## config.mk

```make
export PLATFORM = sky130hd
export DESIGN_NAME = pond_out_fifo
export DESIGN_NICKNAME = d
export VERILOG_FILES = /design/src/rtl/pond_out_fifo.sv
export SDC_FILE = /design/constraint.sdc
export NUM_CORES = 1
export LEC_CHECK = 0
export ABC_AREA = 0
export CAP_MARGIN = 20
export CELL_PAD_IN_SITES_DETAIL_PLACEMENT = 0
export CELL_PAD_IN_SITES_GLOBAL_PLACEMENT = 1
export CORE_ASPECT_RATIO = 0.8
export CORE_UTILIZATION = 25
export DETAILED_ROUTE_END_ITERATION = 6
export GPL_TIMING_DRIVEN = 1
export HOLD_SLACK_MARGIN = 0.1
export PLACE_DENSITY = 0.46
export SKIP_LAST_GASP = 1
export SLEW_MARGIN = 10
export SYNTH_ARGS = -nofsm -noshare
export SYNTH_HDL_FRONTEND = slang
export SYNTH_SLANG_ARGS = --single-unit
```

## constraint.sdc

```tcl
create_clock -name clk -period 3.1 [get_ports clk]
set_clock_uncertainty 0.2 [all_clocks]
set_input_delay 0.465 -clock clk [delete_from_list [all_inputs] [get_ports clk]]
set_output_delay 0.465 -clock clk [all_outputs]
set_load 0.03 [all_outputs]
```

## src/rtl/pond_out_fifo.sv

```systemverilog
// pond_out_fifo: show-ahead output FIFO between the pond read schedule and a ready/valid consumer.
// Optional POND_OUT_FIFO_BYPASS_EN: zero-latency pass-through when empty and the consumer is ready.
module pond_out_fifo #(
    parameter int DATA_WIDTH     = 16,
    parameter int DEPTH          = 4,
    parameter int DROP_CNT_WIDTH = 16
) (
    input  logic                        clk,
    input  logic                        rst_n,
    input  logic                        tile_en,
    input  logic                        flush,
    input  logic [DATA_WIDTH-1:0]       data_in,
    input  logic                        valid_in,
    output logic [DATA_WIDTH-1:0]       data_out,
    output logic                        valid_out,
    input  logic                        ready_in,
    output logic                        full,
    output logic                        empty,
    output logic [$clog2(DEPTH):0]      count,
    output logic                        overflow,
    output logic [DROP_CNT_WIDTH-1:0]   drop_count
);
    localparam int AW = $clog2(DEPTH);
    localparam int CW = AW + 1;

    logic [DATA_WIDTH-1:0]     mem_q [DEPTH];
    logic [AW-1:0]             wr_ptr_q, wr_ptr_d, rd_ptr_q, rd_ptr_d;
    logic [CW-1:0]             count_q, count_d;
    logic                      overflow_q, overflow_d;
    logic [DROP_CNT_WIDTH-1:0] drop_cnt_q, drop_cnt_d;
    logic                      en, clr, pop, push, drop, bypass;

    assign en    = tile_en;
    assign clr   = en & flush;
    assign empty = count_q == '0;
    assign full  = count_q == CW'(DEPTH);

`ifdef POND_OUT_FIFO_BYPASS_EN
    assign bypass    = en & empty & valid_in & ready_in;
    assign valid_out = tile_en & (~empty | valid_in);
    assign data_out  = empty ? data_in : mem_q[rd_ptr_q];
`else
    assign bypass    = 1'b0;
    assign valid_out = tile_en & ~empty;
    assign data_out  = mem_q[rd_ptr_q];
`endif

    // pop only ever consumes a stored word; a bypassed word never touches the pointers
    assign pop  = en & ~empty & ready_in;
    assign push = en & valid_in & ~bypass & (~full | pop);
    assign drop = en & valid_in & full & ~pop;

    assign count      = count_q;
    assign overflow   = overflow_q;
    assign drop_count = drop_cnt_q;

    always_comb begin
        wr_ptr_d   = clr ? '0 : wr_ptr_q + AW'(push);
        rd_ptr_d   = clr ? '0 : rd_ptr_q + AW'(pop);
        count_d    = clr ? '0 : count_q + CW'(push) - CW'(pop);
        overflow_d = clr ? 1'b0 : overflow_q | drop;
        drop_cnt_d = clr ? '0 : drop_cnt_q + DROP_CNT_WIDTH'(drop & ~(&drop_cnt_q));
    end

    always_ff @(posedge clk or negedge rst_n) begin
        if (!rst_n) begin
            wr_ptr_q   <= '0;
            rd_ptr_q   <= '0;
            count_q    <= '0;
            overflow_q <= 1'b0;
            drop_cnt_q <= '0;
        end else begin
            wr_ptr_q   <= wr_ptr_d;
            rd_ptr_q   <= rd_ptr_d;
            count_q    <= count_d;
            overflow_q <= overflow_d;
            drop_cnt_q <= drop_cnt_d;
        end
    end

    always_ff @(posedge clk) begin
        if (push && !clr) mem_q[wr_ptr_q] <= data_in;
    end
endmodule

```

==> metrics, run 1 <==
EDFF count, synth=64; via/cell ratio=4.337; DRC=0; Yosys cell types=37; ys flop type=edfxtp_1; Leak=1.720 nW; async set-reset flop share out of synthesis=27.27%; hold_buf cts=0; Fmax achieved=about 0.34 GHz; Worst EP arrival=2.28 ns; synth top area cells=edfxtp_1 (53%), dfrtp_1 (17%), mux4_2 (9.9%); clk_lat worst skew=0.34 ns; Row Count=39; most common cell after layout, fill and taps aside=edfxtp_1; Max Cap Viol=0; DR WL/cell=16.04 µm; Yosys reg bits=88; hpwl dp=5189 µm; layout cells sized above 1=~18%; Initial Util=between 20% and 30%; mapped cell area=0.003640 mm²; Resized Gates After CTS=0; DRT Pass-1 Iters=4; Die X-Extent=136.9 µm; Final Hold Fails=0; crit-path max FO=13; CTS tree=yes; outcome=completed; final worst path period share=95.00%; chip height=109.9 µm; Core ar.=0.01425 mm²; Antenna diodes=0; top cell type's share of synthesized area=52.80%; worst hold path class=in -> async; CTS H-tree lvls=3; measured slew at the worst slew-check pin=around 0.65 ns; post-synthesis net count=~250; Max IR drop VDD=between 300 and 400 µV; Max Slew Vio Count=0; number of buffers created by CTS=9; vias in the first global route=2194; Critical Path RT=2.43 ns; largest net degree at the start of global routing=25; # port buffers=60; Final GP Congestion=about 0.69; starting DRC count in detailed routing=119; PD cells=769.3 mW/mm²; CP Class=reg -> out; final WL=7862 µm; Final setup viols=0; post-synth top area cell=edfxtp_1; TNS Setup=0 ns; first-pass GRT wire length=12520 µm; sequential fraction of the synthesis area=69.30%; most frequent cells in the layout=edfxtp_1 (64), clkdlybuf4s50_1 (60), dfrtp_1 (24); CTS sink cnt=88; initial antenna violation count=0; Syn. warnings=0; Period minus WS final=2.945 ns; DR vias=2125; RSZ-0062 raised after global routing=no; GRT overflow=0; synthesized area per cell=16.25 µm²; gr usage total=a little under an eighth; antenna-violating nets left=0; Die ar.=0.01505 mm²; crit path capture type=primary output; Max-slew headroom=56.43%; CP Launch Type=flip-flop; Post-CTS Setup Inserts=0; hold slack=approximately 0.30 ns; Area Overhead vs Synth=35.89%; worst-case clock buffer depth=2; CTS Root Cell=clkbuf_16; Syn Inst Count=224; I/O pin count=61; Clock transition at path regs=0.07 ns; Final #Nets=about 330
## logic make-up (layout without fill, tap and decap cells)
kind of cell,after synthesis,after routing,share of synthesized area [%]
xor+xnor,5,5,1.203
compound gates,22,22,3.644
fa+ha+maj,5,5,1.925
flops,88,88,69.30
simple gates,67,67,10.72
mux,20,20,11.00
buf+inv,17,99,2.200
## critical path, cell delays in order, from the launching register on
cell and delay (ns):
dfrtp_1 0.55, buf_12 0.23, mux4_2 0.54, clkdlybuf4s50_1 0.61
## power breakdown
part           leakage (nW)  total (mW)  internal [mW]  switching [mW]
combinational         0.646        1.13          0.549           0.583
clock                 0.168        1.25          0.797           0.457
sequential            0.906        1.42           1.34          0.0765
total                  1.72        3.80           2.69            1.12
## layout make-up
type	instances	area (µm²)
inverter	7	26.28
multi-input combinational	119	1045
tap	184	230.2
fill	1388	9303
timing repair buffer	76	770.7
clock buffer	9	225.2
clock inverter	7	126.4
sequential	88	2522
## registers in the layout, summed over array words and instances (netlist names)
signal and flops:
rd_ptr_q 2, mem_q 64, wr_ptr_q 2, overflow 1, count 3, drop_count 16
## through the flow
step	instance area (µm²)	setup WS, ns	util [%]	power (mW)	std cells
2_1_floorplan	3640	0.4023	-	2.109	224
3_3_place_gp	4594	0.07889	32.24	2.601	474
3_5_place_dp	4594	0.01357	32.24	2.599	474
4_1_cts	4946	0.09665	34.71	3.878	490
5_1_grt	4946	0.03012	34.71	3.991	490
6_report	4946	0.1550	34.71	3.805	490
## routing by layer
metal  share of wire (%)  GRT usage [%]  vias to the layer above
li1                    -              -                     1023
met1                  49          15.71                     1049
met2                  45          16.97                       47
met3                 5.3          4.426                        6
met4                0.98          3.297                        0
met5                   0              0                        -
## cell usage after synthesis (5+ instances only)
master and count:
and2_1 7, dfrtp_1 24, nand2b_1 5, mux4_2 16
nand2_1 12, inv_1 7, nor2_1 8, a21oi_1 10
nand3_1 5, edfxtp_1 64, nor4_1 5
## path summary, 6_finish.rpt
path                            slack (ns)            end   startpoint  cells past startpoint
worst min register to register        0.33       overflow     overflow                      2
max in group asynchronous             2.13    wr_ptr_q[0]        rst_n                      2
worst min-delay path                  0.30  drop_count[7]        rst_n                      2
worst max-delay path                  0.16    data_out[3]  rd_ptr_q[0]                      3
min in group clk                      0.33       overflow     overflow                      2
worst max register to register        0.48  drop_count[6]     count[0]                      8
Power figures use the tool's default switching activity.
==> run 2, diff against run 1 <==
- ABC_AREA: 0 -> 1
- GPL_TIMING_DRIVEN: 1 -> unset
- PLACE_DENSITY: 0.46 -> 0.48
==> metrics, run 2 <==
Max Slew Vio Count=0 (unchanged); final worst path period share=92.17% (-2.8 points); worst-case clock buffer depth=2 (unchanged); largest net degree at the start of global routing=25 (unchanged); Period minus WS final=2.857 ns (-0.08765 ns); Die ar.=0.01528 mm² (+1.6%); largest reg by FF count=mem_q; Final #Nets=422 (+29%); Post-synth top cells=edfxtp_1 (64), nor2_1 (62), o21ai_0 (39); Yosys reg bits=88 (unchanged); ys flop type=edfxtp_1; starting DRC count in detailed routing=146 (+23%); via/cell ratio=4.327 (-0.22%); DRT Pass-1 Iters=4 (unchanged); crit-path max FO=11 (-2); largest family of logic cells by synthesized area=simple AND/OR/NAND/NOR gates; Worst EP arrival=2.19 ns (-0.09 ns); most common cell in the netlist=edfxtp_1; number of flip-flops in the largest register=64 (unchanged); # port buffers=60 (unchanged); Syn. warnings=0 (unchanged); DR WL/cell=14.85 µm (-7.5%); Max IR drop VDD=458.4 µV (+37%); CTS Root Cell=clkbuf_16; Row Count=39 (unchanged); Yosys cell types=30 (-19%); Multi-input gate area=0.001050 mm² (+0.48%); I/O pin count=61 (unchanged); sequential fraction of the synthesis area=68.22% (-1.1 points); Antenna diodes=0 (unchanged); measured slew at the worst slew-check pin=0.3960 ns (-0.2575 ns); outcome=completed; CP Launch Type=flip-flop; final non-filler cell total=584 (+19%); fill count=1458 (+5.0%); CTS sink cnt=88 (unchanged); RSZ-0062 raised after global routing=no; Final Hold Fails=0 (unchanged); Setup crit start=rd_ptr_q[1]; post-synthesis net count=349 (+39%); hold_buf cts=0 (unchanged); top cell type's share of synthesized area=51.98% (-0.82 points); TNS Setup=0 ns (unchanged); post-synth top area cell=edfxtp_1; Synth Area in Compound Gates=9.915% (+6.3 points); Core ar.=0.01435 mm² (+0.68%); Post-Synth Adder-Cell Area=1.895% (-0.030 points); synthesized area per cell=11.48 µm² (-29%); initial antenna violation count=0 (unchanged); async set-reset flop share out of synthesis=27.27% (unchanged); vias in the first global route=2629 (+20%); layout cells sized above 1=11.75% (-6.2 points); Seq. cell area=0.002522 mm² (unchanged); mapped cell area=0.003697 mm² (+1.6%); placed cells=568 (+20%); first-pass GRT wire length=14150 µm (+13%); CP Class=reg -> out; chip height=110.8 µm (+0.77%); Initial Util=25.77% (+0.23 points); clk_lat worst skew=0.33 ns (about the same); Area Overhead vs Synth=32.52%; Syn Inst Count=322 (+44%); CTS tree=yes; Synth Area in XOR/XNOR=1.421% (+0.22 points); worst reg-to-reg path cell count=14 (+6); EDFF count, synth=64 (unchanged); Fmax achieved=0.3500 GHz (+3.1%); Simple-Gate Fraction of Synth Area=14.75% (+4.0 points); Max-slew headroom=73.35% (+17 points); worst hold path class=in -> async; Die X-Extent=138.0 µm (+0.78%); DRC=0 (unchanged); gr usage total=12.55% (+1.0 points); mux share of post-synthesis cell area=0% (-11 points); Max Cap Viol=0 (unchanged); Final setup viols=0 (unchanged); Final GP Congestion=0.7204 (+4.4%); R2R Setup Slk=0.55 ns (+0.07 ns); DR vias=2527 (+19%); synth top area cells=edfxtp_1 (52%), dfrtp_1 (16%), nor2_1 (6.3%); reg-to-reg critical path endpoint=drop_count[14]; Leak=1.796 nW (+4.4%); GRT overflow=0 (unchanged); reg2reg start=count[1]; Clock transition at path regs=0.06 ns (about the same); PD cells=814.6 mW/mm² (+5.9%); most common cell after layout, fill and taps aside=edfxtp_1; antenna-violating nets left=0 (unchanged); Resized Gates After CTS=0 (unchanged); CTS H-tree lvls=3 (unchanged); number of buffers created by CTS=9 (unchanged); crit path capture type=primary output; final WL=8671 µm (+10%); hpwl dp=5741 µm (+11%); Critical Path RT=2.43 ns (about the same); most frequent cells in the layout=edfxtp_1 (64), nor2_1 (62), clkdlybuf4s50_1 (58); Post-CTS Setup Inserts=0 (unchanged)
-- run 2: per-stage QoR --
stage	worst slack, ns	utilization (%)	instance area (µm²)	hold slack (ns)	total power, mW
after detailed placement	0.3170	31.99	4589	0.3402	2.908
after floorplan	0.2477	-	3697	-0.03059	2.281
after CTS	0.1943	34.15	4900	0.2926	4.058
after global routing	0.1226	34.15	4900	0.3146	4.218
after global placement	0.3960	31.99	4589	0.3152	2.909
final	0.2427	34.15	4900	0.2916	3.991
-- run 2: area by class of cell --
class                   instances  area share (%)
flip-flops and latches         88           51.48
multi-input cells             198           21.42
repair buffers                 73           14.15
well taps                     184           4.699
clock buffers                   9           4.597
inverters                      25           1.915
clock inverters                 7           1.736
-- run 2: cells by family after synthesis --
family	Yosys count
simple gates	120
fa+ha+maj	5
buf+inv	36
xor+xnor	6
flops	88
compound gates	67
-- run 2: worst max-delay path, stage by stage, from the launching register on --
cell and delay, ns:
dfrtp_1 0.38, inv_1 0.20, buf_4 0.23, o21ai_0 0.10
o22ai_1 0.22, clkdlybuf4s50_1 0.72
-- run 2: worst max path at each step --
| stage | end | slack [ns] | cells past startpoint |
|---|---|---|---|
| after floorplan | drop_count[14] | 0.25 | 11 |
| after global placement | drop_count[14] | 0.40 | 12 |
| after detailed placement | drop_count[14] | 0.32 | 13 |
| after CTS | data_out[1] | 0.19 | 5 |
| after global routing | data_out[2] | 0.12 | 5 |
| final | data_out[1] | 0.24 | 5 |
-- run 2: per-layer routing --
layer	global-route usage (%)	vias up	wire (µm)
met3	3.521	7	306
met1	16.69	1212	4210
li1	-	1262	-
met5	0	-	0
met2	19.47	46	4030
met4	4.203	0	123
-- run 2: where the power goes --
group	total [mW]	switching [mW]	internal, mW
registers	1.41	0.0574	1.35
clock network	1.13	0.432	0.699
logic	1.45	0.905	0.550
total	3.99	1.39	2.60
==> run 3, diff against run 2 <==
- CORE_UTILIZATION: 25 -> 42
- PLACE_DENSITY: 0.48 -> 0.75
- SLEW_MARGIN: 10 -> unset
- clock period: 3.1 -> 2.81 ns (I/O delays scaled with it)
==> metrics, run 3 (synthesized netlist as in run 2, its figures left out) <==
crit-path max FO=12 (+1); fill count=747 (-49%); DRC=0 (unchanged); Placed Area=0.004559 mm² (-0.65%); crit path capture type=primary output; placed cells=498 (-12%); Switching Share=36.90% (+2.0 points); measured slew at the worst slew-check pin=0.4595 ns (+0.06350 ns); Area Overhead vs Synth=28.66%; Core ar.=0.008521 mm² (-41%); combinational power share=40.2% (+3.8 points); Post-CTS Setup Inserts=0 (unchanged); starting DRC count in detailed routing=108 (-26%); CTS Root Cell=clkbuf_8; Period minus WS final=2.683 ns; worst-case clock buffer depth=2 (unchanged); Crit. path cell count=5 (unchanged); critical-path cell list=inv_1, buf_12, o21ai_0, o22ai_1, clkdlybuf4s50_1; outcome=completed; Internal=2.543 mW (-2.1%); DRT Pass-1 Iters=4 (unchanged); layout cells sized above 1=12.44% (+0.69 points); number of buffers created by CTS=9 (unchanged); most common cell after layout, fill and taps aside=edfxtp_1; NetSw=1.487 mW (+6.7%); Leak=1.767 nW (-1.6%); antenna-violating nets left=0 (unchanged); worst hold path class=in -> async; DR vias=2524 (-0.12%); Final GP Congestion=0.7594 (+5.4%); Max Cap Viol=0 (unchanged); Max Slew Vio Count=0 (unchanged); final non-filler cell total=514 (-12%); GRT overflow=0 (unchanged); I/O pin count=61 (unchanged); RSZ-0062 raised after global routing=no; clk_lat worst skew=0.35 ns (+0.02 ns); R2R Setup Slk=0.35 ns (-0.20 ns); Worst Setup EP=data_out[10]; CP Launch Type=flip-flop; CTS sink cnt=88 (unchanged); Final setup viols=0 (unchanged); part of the power in registers=38.5% (+3.3 points); reg2reg start=count[1]; vias in the first global route=2539 (-3.4%); hold_buf cts=0 (unchanged); Buf+Inv Stages, Crit Path=3 (unchanged); Resized Gates After CTS=0 (unchanged); reg-to-reg critical path endpoint=drop_count[14]; Worst EP arrival=2.06 ns (-0.13 ns); first-pass GRT wire length=12620 µm (-11%); Clock power frac=21.3% (-7.0 points); hpwl dp=5064 µm (-12%); DR WL/cell=14.88 µm (+0.19%); # port buffers=60 (unchanged); Final Hold Fails=0 (unchanged); initial antenna violation count=0 (unchanged); Final #Nets=424 (+0.47%); Row Count=30 (-23%); worst reg-to-reg path cell count=14 (unchanged); final WL=7646 µm (-12%); CP Class=reg -> out; chip height=85.92 µm (-22%); Die X-Extent=106.9 µm (-23%); CTS H-tree lvls=3 (unchanged); Die ar.=0.009185 mm² (-40%); Max-slew headroom=69.08% (-4.3 points); PD cells=847.1 mW/mm² (+4.0%); crit-path max cell delay=0.70 ns (-0.02 ns); Setup crit start=rd_ptr_q[1]; number of flip-flops in the largest register=64 (unchanged); Fmax achieved=between 0.3 and 0.4 GHz; final worst path period share=95.49%; gr usage total=18.19% (+5.6 points); Slowest-stage cell, CP=clkdlybuf4s50_1; Clock transition at path regs=0.09 ns (+0.03 ns); Initial Util=43.39% (+18 points); largest net degree at the start of global routing=25 (unchanged); largest reg by FF count=mem_q; most frequent cells in the layout=edfxtp_1 (64), nor2_1 (61), clkdlybuf4s50_1 (59); Final Cell Area=0.004757 mm² (-2.9%); CTS tree=yes; Largest delay share family, worst path=buffers and inverters; Critical Path RT=2.19 ns (-0.24 ns); Antenna diodes=0 (unchanged); Max IR drop VDD=398.9 µV (-13%); via/cell ratio=4.911 (+13%)
[run 3: metal layers]
layer | up-vias | track usage (%) | wire (µm)
met2 | 55 | 26.98 | 3556
met5 | - | 0 | 0
met4 | 0 | 5.604 | 55
met1 | 1193 | 26.18 | 3683
met3 | 6 | 4.863 | 351
li1 | 1270 | - | -
[run 3: worst min path at each step]
stage | from | to | slack (ns) | cells past startpoint
after global routing | rst_n | drop_count[15] | 0.23 | 2
after floorplan | rst_n | count[0] | -0.07 | 0
after global placement | drop_count[13] | drop_count[13] | 0.31 | 2
after CTS | rst_n | drop_count[15] | 0.22 | 2
after detailed placement | overflow | overflow | 0.32 | 2
final | rst_n | drop_count[15] | 0.22 | 2
[run 3: cell type report]
type	instances	area (µm²)	area share, %
multi-input cells	198	1052	22.12
clock inverters	6	67.56	1.420
repair buffers	75	753.2	15.83
clock buffers	10	127.6	2.683
inverters	25	93.84	1.973
flip-flops and latches	88	2522	53.02
well taps	112	140.1	2.946
[run 3: metrics by stage]
stage	worst slack (ns)	hold slack (ns)	TNS, ns	utilization, %	power (mW)
after floorplan	-0.04229	-0.07409	-0.04229	-	2.518
after global placement	0.1995	0.3135	0	53.51	3.197
after detailed placement	0.08350	0.3238	0	53.51	3.214
after CTS	0.09777	0.2157	0	55.80	4.073
after global routing	0.007625	0.2270	0	55.83	4.245
final	0.1268	0.2159	0	55.83	4.030
[run 3: power by group through the flow]
stage | registers, mW | clock network (mW) | logic, mW
2_1_floorplan | 1.63 | 0 | 0.893
3_3_place_gp | 1.58 | 0 | 1.62
3_5_place_dp | 1.58 | 0 | 1.63
4_1_cts | 1.55 | 0.885 | 1.63
5_1_grt | 1.57 | 0.927 | 1.75
6_report | 1.55 | 0.859 | 1.62
